===== src/rtl/jbus_txn_capture.sv =====
// jbus_txn_capture: decodes JBus address/data cycles into transaction records held in a small FIFO.
// Define JBUS_CAP_PARITY_EN to compile in per-lane parity checking (rec_err[0]).
module jbus_txn_capture #(
    parameter int DEPTH = 4
) (
    input  logic         jbus_j_clk,
    input  logic         jbus_j_rst_l,
    input  logic [127:0] jbus_j_ad,
    input  logic [7:0]   jbus_j_adtype,
    input  logic [3:0]   jbus_j_adp,
    output logic         rec_valid,
    input  logic         rec_ready,
    output logic [4:0]   rec_type,
    output logic [42:0]  rec_addr,
    output logic [1:0]   rec_err,
    input  logic         clr,
    output logic         ovf_sticky,
    output logic [7:0]   stray_cnt,
    output logic         bus_idle
);

    localparam int AW = $clog2(DEPTH);

    typedef enum logic {
        IDLE = 1'b0,
        DATA = 1'b1
    } state_e;

    typedef struct packed {
        logic [4:0]  typ;
        logic [42:0] addr;
        logic [1:0]  err;
    } rec_t;

    state_e        state_q, state_d;
    logic [2:0]    beat_q, beat_d;
    rec_t          open_q, open_d;
    rec_t          pend_q, pend_d;
    logic          pend_vld_q, pend_vld_d;
    rec_t          mem_q [DEPTH];
    logic [AW-1:0] wr_ptr_q, wr_ptr_d, rd_ptr_q, rd_ptr_d;
    logic [AW:0]   count_q, count_d;
    rec_t          head_q, head_d;
    logic          ovf_q, ovf_d;
    logic [7:0]    stray_q, stray_d;

    logic          is_addr, is_data, perr_now, stray_inc;
    logic [4:0]    ad_type;
    rec_t          new_rec, req_a, req_b, push_rec;
    logic          req_a_vld, req_b_vld, push_vld, push_ok, pop;

    assign is_addr = (jbus_j_adtype == 8'h01);
    assign is_data = (jbus_j_adtype == 8'h02);
    assign ad_type = jbus_j_ad[68:64];

`ifdef JBUS_CAP_PARITY_EN
    always_comb begin
        perr_now = 1'b0;
        for (int i = 0; i < 4; i++) begin
            if (jbus_j_adp[i] != ^jbus_j_ad[32*i +: 32]) perr_now = 1'b1;
        end
    end
`else
    logic unused_bits;
    assign unused_bits = ^{jbus_j_adp, jbus_j_ad[127:69], jbus_j_ad[63:43]};
    assign perr_now    = 1'b0;
`endif

    assign new_rec = '{typ: ad_type, addr: jbus_j_ad[42:0], err: {1'b0, perr_now}};

    // Transaction decode: up to two records can complete on one edge (truncation plus a new read).
    always_comb begin
        // NOTE: every always_comb output gets a default first so no path leaves it unassigned (no latch).
        state_d   = state_q;
        beat_d    = beat_q;
        open_d    = open_q;
        req_a     = '0;
        req_a_vld = 1'b0;
        req_b     = '0;
        req_b_vld = 1'b0;
        stray_inc = 1'b0;
        unique case (state_q)
            IDLE: begin
                if (is_addr) begin
                    if (ad_type[4]) begin
                        state_d = DATA;
                        beat_d  = {1'b0, ad_type[1:0]} + 3'd1;
                        open_d  = new_rec;
                    end else begin
                        req_a_vld = 1'b1;
                        req_a     = new_rec;
                    end
                end else if (is_data) begin
                    stray_inc = 1'b1;
                end
            end
            DATA: begin
                if (is_addr) begin
                    req_a_vld  = 1'b1;
                    req_a      = open_q;
                    req_a.err[1] = 1'b1;
                    if (ad_type[4]) begin
                        beat_d = {1'b0, ad_type[1:0]} + 3'd1;
                        open_d = new_rec;
                    end else begin
                        req_b_vld = 1'b1;
                        req_b     = new_rec;
                        state_d   = IDLE;
                        beat_d    = 3'd0;
                    end
                end else if (is_data) begin
                    open_d.err[0] = open_q.err[0] | perr_now;
                    beat_d        = beat_q - 3'd1;
                    if (beat_q == 3'd1) begin
                        req_a_vld = 1'b1;
                        req_a     = open_d;
                        state_d   = IDLE;
                    end
                end
            end
            default: ;
        endcase
    end

    // One push per edge; a second completed record waits one edge in the pending slot.
    // A pending record only exists in IDLE, where at most one new record can complete.
    always_comb begin
        if (pend_vld_q) begin
            push_vld   = 1'b1;
            push_rec   = pend_q;
            pend_vld_d = req_a_vld;
            pend_d     = req_a;
        end else begin
            push_vld   = req_a_vld;
            push_rec   = req_a;
            pend_vld_d = req_b_vld;
            pend_d     = req_b;
        end
    end

    assign rec_valid = (count_q != '0);
    assign pop       = rec_valid && rec_ready;
    assign push_ok   = push_vld && ((count_q != (AW+1)'(DEPTH)) || pop);
    assign wr_ptr_d  = wr_ptr_q + AW'(push_ok);
    assign rd_ptr_d  = rd_ptr_q + AW'(pop);
    assign count_d   = count_q + (AW+1)'(push_ok) - (AW+1)'(pop);

    // Head register holds the next head so rec_* are glitch-free and keep their value when empty.
    always_comb begin
        head_d = head_q;
        if (count_d != '0) begin
            if ((count_q - (AW+1)'(pop)) == '0) head_d = push_rec;
            else                                 head_d = mem_q[rd_ptr_d];
        end
    end

    always_comb begin
        ovf_d = ovf_q;
        if (push_vld && !push_ok) ovf_d = 1'b1;
        else if (clr)             ovf_d = 1'b0;
        stray_d = stray_q;
        if (stray_inc)            stray_d = (stray_q == 8'hFF) ? 8'hFF : stray_q + 8'd1;
        else if (clr)             stray_d = 8'h00;
    end

    always_ff @(posedge jbus_j_clk or negedge jbus_j_rst_l) begin
        if (!jbus_j_rst_l) begin
            state_q    <= IDLE;
            beat_q     <= 3'd0;
            open_q     <= '0;
            pend_q     <= '0;
            pend_vld_q <= 1'b0;
            wr_ptr_q   <= '0;
            rd_ptr_q   <= '0;
            count_q    <= '0;
            head_q     <= '0;
            ovf_q      <= 1'b0;
            stray_q    <= 8'h00;
        end else begin
            state_q    <= state_d;
            beat_q     <= beat_d;
            open_q     <= open_d;
            pend_q     <= pend_d;
            pend_vld_q <= pend_vld_d;
            wr_ptr_q   <= wr_ptr_d;
            rd_ptr_q   <= rd_ptr_d;
            count_q    <= count_d;
            head_q     <= head_d;
            ovf_q      <= ovf_d;
            stray_q    <= stray_d;
        end
    end

    // NOTE: storage is not reset; occupancy and pointers define validity, so stale entries are never read.
    always_ff @(posedge jbus_j_clk) begin
        if (push_ok) mem_q[wr_ptr_q] <= push_rec;
    end

    assign rec_type   = head_q.typ;
    assign rec_addr   = head_q.addr;
    assign rec_err    = head_q.err;
    assign ovf_sticky = ovf_q;
    assign stray_cnt  = stray_q;
    assign bus_idle   = (state_q == IDLE) && (count_q == '0) && !pend_vld_q;

endmodule


===== config.mk =====
export PLATFORM = sky130hd
export DESIGN_NAME = jbus_txn_capture
export DESIGN_NICKNAME = d
export VERILOG_FILES = /design/src/rtl/jbus_txn_capture.sv
export SDC_FILE = /design/constraint.sdc
export NUM_CORES = 1
export LEC_CHECK = 0
export ABC_AREA = 1
export CAP_MARGIN = 10
export CELL_PAD_IN_SITES_DETAIL_PLACEMENT = 0
export CELL_PAD_IN_SITES_GLOBAL_PLACEMENT = 1
export CORE_MARGIN = 2
export CORE_UTILIZATION = 45
export CTS_BUF_LIST = sky130_fd_sc_hd__clkbuf_4
export DETAILED_ROUTE_END_ITERATION = 10
export PLACE_DENSITY_LB_ADDON = 0.15
export SLEW_MARGIN = 20
export SYNTH_ARGS = -nofsm -noshare
export SYNTH_HDL_FRONTEND = slang
export SYNTH_SLANG_ARGS = --single-unit

===== constraint.sdc =====
create_clock -name jbus_j_clk -period 12.33 [get_ports jbus_j_clk]
set_input_delay 1.8495 -clock jbus_j_clk [delete_from_list [all_inputs] [get_ports jbus_j_clk]]
set_output_delay 1.8495 -clock jbus_j_clk [all_outputs]
set_load 0.01 [all_outputs]

==> metrics, run 1 <==
Cell Area, Synth 17100 sq um; Mapped Cells 1790; share of the synthesized area in the top cell type 34.5%; worst reg2reg path startpoint beat_q[1]$_DFFE_PN0P_; Max clock buf depth 3; Yosys warnings 0; Tmin final 6.59 ns; Startpoint Class primary input; worst ir drop on vdd around 0.15 mV; crit-path cells clkdlybuf4s50_1, inv_2, nand2_2, nor2_8, nand2_4, nand2_2, nand2_1, o211ai_2, nand2_1, ha_1, inv_1, ha_1, fa_1, inv_1, xor2_2, inv_2, nand2_4, buf_4, o21ai_0, inv_1, a21oi_1; maxcap violations 0; Seq/Total Area, Yosys 59.0%; via count 13.1k; Die Area roughly 39000 sq um; GRT Overall Usage 24.7%; Syn Nets 1944; postcts setup bufs 0; post-placement cell area 18500 sq um; Critical Path AT around 7.2 ns; multi-input logic area about 5900 sq um; Post-synth EDFFs 196; Crit path largest cell delay 0.83 ns; Area growth, synth to finish 16.3%; worst reg2reg path depth 21; First-pass DRT Iterations 6; RR Endpoint rec_type[4]$_DFFE_PN0P_; post-CTS resize count 0; status complete, no violations; CP endpoint kind register; initial antenna violation count 1; fill cell count approximately 3.5k; Clock Root Buffer clkbuf_4; clock tree sinks 363; FF/Latch Area ~10000 sq um; Die Ht just under 200 microns; Setup violations, final 0; leading area contributor after synthesis edfxtp_1; Worst Hold Launch open_q[49]$_DFFE_PN0P_; pin count of the biggest net entering global routing just under 100; skew final 0.0405 ns; first-pass GRT wire length 73200 microns; Yosys reg bits between 300 and 400; critical path peak fanout between 70 and 80; hold path cells 1; DR DRC count 0; leakage power 8.94 nW; Core ar. roughly 37000 sq um; io pins about 200; CTS clock-pin slew for the worst setup and hold paths about 0.070 ns; Hold Crit Class register to register; synth top area cells edfxtp_1 (34%), dfrtp_1 (24%), nand2_1 (9.0%), nand3_1 (7.1%), inv_1 (3.2%); cell area after layout between 15000 and 20000 sq um; port bufs approximately 120; Initial Util 45.5%; CTS H-tree lvls 3; Slew Viols, Final 0; Hold EP open_q[49]$_DFFE_PN0P_; vias per cell 5.23; Crit Path Class primary input to register; Mapped Avg Cell Area 9.53 sq um; Relative slew margins 33.3%; Yosys cell types 46; slew at the pin closest to its max-slew limit about 1.0 ns; Post-DRT Antenna Nets 0; Die Wd just under 200 microns; Setup TNS 0 ns; pwr/cell area 207 nW/um^2; vias in the first global route 13.0k; CTS tree done; TritonCTS Buffers 96; gr ovfl total 0; wire length per cell ~19 microns; hold buffer count at CTS 0; gpl congestion 0.756; crit-path most repeated cell inv_1; Req. time, crit path 12.98 ns; final hold vios 0; clk_lat worst skew between 0.7 and 0.8 ns; fmax roughly 0.15 GHz; reg2reg setup slack 6.71 ns; fin crit share 53.5%; top_reg_cell synth edfxtp_1; slowest CP cell nand2_2; Final nets 2071; final wirelength 47100 microns; DP HPWL ~26000 microns; ys async rst share 46.0%; RSZ-0062 raised after global routing no; DR iter-0 viols a little under 900; FP Rows 71; layout cells sized above 1 between 10% and 20%
==> kinds of logic after synthesis <==
logic type,after synthesis,share of synthesized area (%)
simple gates,947,26.9
flops,363,59.0
buf+inv,267,6.81
compound gates,196,6.15
fa+ha+maj,10,0.777
xor+xnor,5,0.301
other cells,1,0.0220
mux,1,0.0660
==> registers in the layout, summed over array words and instances, names as in the netlist, 2 cells and up <==
register,flops
open_q,48
rec_addr,43
wr_ptr_q,2
pend_q,49
count_q,3
stray_cnt,8
rd_ptr_q,2
rec_type,5
beat_q,3
mem_q,196
==> routing by layer <==
layer  part of all wire, %  global-route usage, %
met1                    47                   35.1
met2                    45                   38.5
met3                   5.9                   4.75
met4                   1.5                   7.68
met5                     0                      0
==> metrics by stage <==
step           total power, W  worst slack (ns)  utilization [%]  hold WS, ns  std cells
3_3_place_gp          0.00300              5.02             49.4        0.453       2330
4_1_cts               0.00416              5.75             52.9        0.474       2509
5_1_grt               0.00443              5.42             52.9        0.502       2510
6_report              0.00411              5.74             52.9        0.481       2510
3_5_place_dp          0.00303              4.90             49.4        0.455       2330
2_1_floorplan         0.00252              5.79                -        0.440       1790
==> cell usage in the layout (no fill, tap or decap), types with 2 or more instances in the layout <==
cell type and count:
or2_2 49, o21ai_1 47, nor3_1 5, clkinv_1 12, nand3b_1 47, nor3_2 4, nor2_1 81, nor2_4 2
buf_4 20, a31oi_1 2, inv_1 143, nand4_1 27, inv_2 13, nand2_1 411, nand3_1 242, o31ai_1 2
dfrtp_1 166, a21oi_1 55, nor2_2 2, clkbuf_4 166, nand4_2 20, edfxtp_1 196, ha_1 8, o2bb2ai_1 10
buf_6 2, xor2_1 3, nand2_4 2, nand2_2 4, clkdlybuf4s50_1 118, a22oi_1 3, and2_1 47, o21ai_0 73
==> cell usage after synthesis (2+ instances only) <==
cell type  instances
a22oi_1            3
ha_1               9
buf_2             45
nand2_2            5
nand3b_1          47
xor2_1             3
o31ai_1            2
clkbuf_1          38
nand2_1          411
buf_1             10
o21ai_0           73
dfrtp_1          167
edfxtp_1         196
nor2_2             2
nor2_1            81
inv_1            145
nor3_1             9
inv_2              9
o21ai_1           47
nand4_2           20
clkinv_1           2
nand3_1          243
a21oi_1           55
or2_2             49
nand4_1           27
and2_1            47
nor2_4             2
buf_4             14
a31oi_1            2
o2bb2ai_1         10
buf_12             2
==> layout make-up <==
| cell class | instances | area share, % |
|---|---|---|
| sequential | 363 | 50.7 |
| multi-input combinational | 1160 | 29.6 |
| timing repair buffer | 140 | 6.82 |
| clock buffer | 166 | 6.28 |
| tap | 511 | 3.22 |
| inverter | 156 | 2.95 |
| clock inverter | 13 | 0.378 |
| antenna | 1 | 0.0126 |
==> report_power, final <==
| part | internal, W | switching (W) |
|---|---|---|
| Combinational | 0.000575 | 0.000944 |
| Sequential | 0.00140 | 0.0000794 |
| Clock | 0.000621 | 0.000495 |
| Total | 0.00259 | 0.00152 |
==> worst max-delay path by stage <==
stage | start | endpoint | slack, ns | depth (start not counted)
finish | jbus_j_adtype[5] | rec_type[4]$_DFFE_PN0P_ | 5.74 | 21
global route | jbus_j_adtype[4] | rec_type[4]$_DFFE_PN0P_ | 5.42 | 21
CTS | jbus_j_adtype[5] | rec_type[4]$_DFFE_PN0P_ | 5.75 | 21
detailed placement | jbus_j_adtype[5] | rec_type[4]$_DFFE_PN0P_ | 4.90 | 21
global placement | jbus_j_adtype[4] | rec_type[4]$_DFFE_PN0P_ | 5.02 | 21
floorplan | jbus_j_adtype[4] | mem_q[0][10]$_DFFE_PP_ | 5.79 | 8
==> critical path, delay by kind of cell <==
kind	cells	cell delay, ns
simple gates	7	2.25
xor+xnor	1	0.16
buf+inv	7	1.61
fa+ha+maj	3	0.93
compound gates	3	0.42
(Power assumes the default switching activity.)
==> inputs of run 2 (changes only) <==
--- a/config.mk
+++ b/config.mk
@@ -10,7 +10,7 @@
 export CELL_PAD_IN_SITES_DETAIL_PLACEMENT = 0
 export CELL_PAD_IN_SITES_GLOBAL_PLACEMENT = 1
 export CORE_MARGIN = 2
-export CORE_UTILIZATION = 45
+export CORE_UTILIZATION = 40
 export CTS_BUF_LIST = sky130_fd_sc_hd__clkbuf_4
 export DETAILED_ROUTE_END_ITERATION = 10
 export PLACE_DENSITY_LB_ADDON = 0.15
==> constraint.sdc (replaced) <==
create_clock -name jbus_j_clk -period 5.7 [get_ports jbus_j_clk]
set_input_delay 0.855 -clock jbus_j_clk [delete_from_list [all_inputs] [get_ports jbus_j_clk]]
set_output_delay 0.855 -clock jbus_j_clk [all_outputs]
set_load 0.01 [all_outputs]
==> run 2 against run 1 <==
Against the previous run: sequential power rose by 120%; sequential share of layout area fell by 0.28 points; clock-buffer cell count fell by 15; first-iteration DRC count fell by 8.8%; global-route usage fell by 2.5 points; final area rose by 0.55%; flip-flop and latch count did not move; worst setup slack got worse by 4.3 ns; utilization fell by 5.5 points; power rose by 120%.
==> metrics, run 2 (synthesis gave the netlist of run 1 again) <==
maxcap violations 0; port bufs 119; wire length per cell 18.7 microns; Die Area 44300 sq um; Relative slew margins between 30% and 40%; Core ar. roughly 42000 sq um; Crit Path Class primary input to register; Startpoint Class primary input; CTS tree done; vias in the first global route 12.9k; worst ir drop on vdd 0.241 mV; fin crit share 74.3%; status complete, no violations; vias per cell 5.04; Setup violations, final 0; final hold vios 0; Top reg by flops mem_q; postcts setup bufs 0; Area growth, synth to finish 16.9%; DP HPWL 27500 microns; Tmin final 4.24 ns; Post-DRT Antenna Nets 0; final wirelength 47600 microns; DR DRC count 0; Die Ht 211 microns; clock tree sinks 363; via count 12.9k; internal power roughly 0.0056 W; leading registers by flop count mem_q x196, pend_q x49, open_q x48; FP Rows 75; Hold Crit Class primary input to asynchronous set/reset pin; gr ovfl total 0; Hold Slack ~0.20 ns; fmax 0.236 GHz; First-pass DRT Iterations 5; io pins 205; CTS H-tree lvls 3; slowest CP cell nand2_4; Comb power frac 37.0%; CTS clock-pin slew for the worst setup and hold paths roughly 0.06 ns; TritonCTS Buffers 98; hold buffer count at CTS 0; GRT Overall Usage 22.3%; max reg flops 196; post-CTS resize count 0; clock network fraction of total power between 20% and 30%; Sw Pwr 0.00327 W; skew final approximately 0.028 ns; gpl congestion 0.745; crit-path cells clkdlybuf4s50_1, inv_2, nand2_2, nor2_8, nand2_4, nand2_2, nand2_1, o211ai_2, nand2_1, ha_1, inv_1, ha_1, fa_1, inv_1, xor2_2, inv_2, nand2_4, buf_4, nand2_1, inv_1, a21oi_1; Clock Root Buffer clkbuf_4; Slew Viols, Final 0; switching share of power a little under two fifths; Final nets roughly 2.1k; Req. time, crit path 6.33 ns; pwr/cell area 445 nW/um^2; DR iter-0 viols 798; initial antenna violation count 1; clk_lat worst skew around 0.76 ns; Reg power frac 36.1%; Die Wd about 210 microns; commonest cells after routing, fill and taps aside nand2_1 (411), nand3_1 (242), edfxtp_1 (196); Max clock buf depth 3; pin count of the biggest net entering global routing 91; Initial Util 40.6%; CP endpoint kind register; RSZ-0062 raised after global routing no; first-pass GRT wire length between 70000 and 80000 microns; Crit path largest cell delay 0.47 ns; layout cells sized above 1 between 10% and 20%; slew at the pin closest to its max-slew limit about 1 ns; leakage power 8.99 nW; Setup TNS 0 ns; critical path peak fanout between 40 and 50; most common cell after layout, fill and taps aside nand2_1; Critical Path AT 4.87 ns
[run 2: cell types whose count changed in the layout (fill, tap and decap cells not counted), sizes merged]
cell / delta
buf: +9
bufinv: +1
clkbuf: -15
clkinv: +16
inv: +2
[run 2: area by class of cell]
class / count / area, sq um
Clock inverter: 32 / 181
Sequential cell: 363 / 10100
Timing Repair Buffer: 149 / 1440
Antenna cell: 1 / 2.50
Inverter: 156 / 586
Fill cell: 4085 / 22100
Clock buffer: 151 / 1130
Multi-Input combinational cell: 1160 / 5870
Tap cell: 539 / 674
[run 2: final timing paths]
check                                  startpoint                        to  slack (ns)  depth (start not counted)
max                              jbus_j_adtype[4]  rec_addr[36]$_DFFE_PN0P_        1.46                         21
max reg2reg                 beat_q[1]$_DFFE_PN0P_  rec_addr[36]$_DFFE_PN0P_        1.50                         21
min                                  jbus_j_rst_l     open_q[8]$_DFFE_PN0P_        0.20                          1
min in group jbus_j_clk    open_q[49]$_DFFE_PN0P_    open_q[49]$_DFFE_PN0P_        0.47                          1
min reg2reg                open_q[49]$_DFFE_PN0P_    open_q[49]$_DFFE_PN0P_        0.47                          1
max in group asynchronous            jbus_j_rst_l  rec_addr[16]$_DFFE_PN0P_        4.32                          2
[run 2: per-stage QoR]
step	util, %	instance area (sq um)	worst slack [ns]	instances	power [W]
finish	47.5	20000	1.46	2551	0.00888
global route	47.5	20000	1.09	2551	0.00959
CTS	47.5	20000	1.42	2550	0.00903
detailed placement	44.3	18600	0.635	2367	0.00659
global placement	44.3	18600	0.683	2367	0.00655
floorplan	-	17100	0.154	1790	0.00545
[run 2: critical path: cells and delay by family]
| family | cells | cell delay [ns] |
|---|---|---|
| and+or+nand+nor | 8 | 1.69 |
| buffers and inverters | 7 | 1.11 |
| adders and majority gates | 3 | 0.94 |
| xor gates and xnor gates | 1 | 0.15 |
| AOI/OAI and AO/OA | 2 | 0.13 |
[run 2: power by group through the flow]
stage               clock network (W)  registers, W  logic [W]
global route                  0.00261       0.00324    0.00373
global placement                    0       0.00327    0.00328
detailed placement                  0       0.00327    0.00332
finish                        0.00239       0.00321    0.00329
floorplan                           0       0.00328    0.00217
CTS                           0.00247       0.00322    0.00334
[run 2: metal layers]
layer / vias to the layer above / share of wire (%) / global-route usage [%]
li1: 6357 / - / -
met1: 6120 / 47 / 31.1
met2: 333 / 46 / 34.9
met3: 55 / 6.2 / 4.56
met4: 0 / 1.5 / 6.99
met5: - / 0 / 0
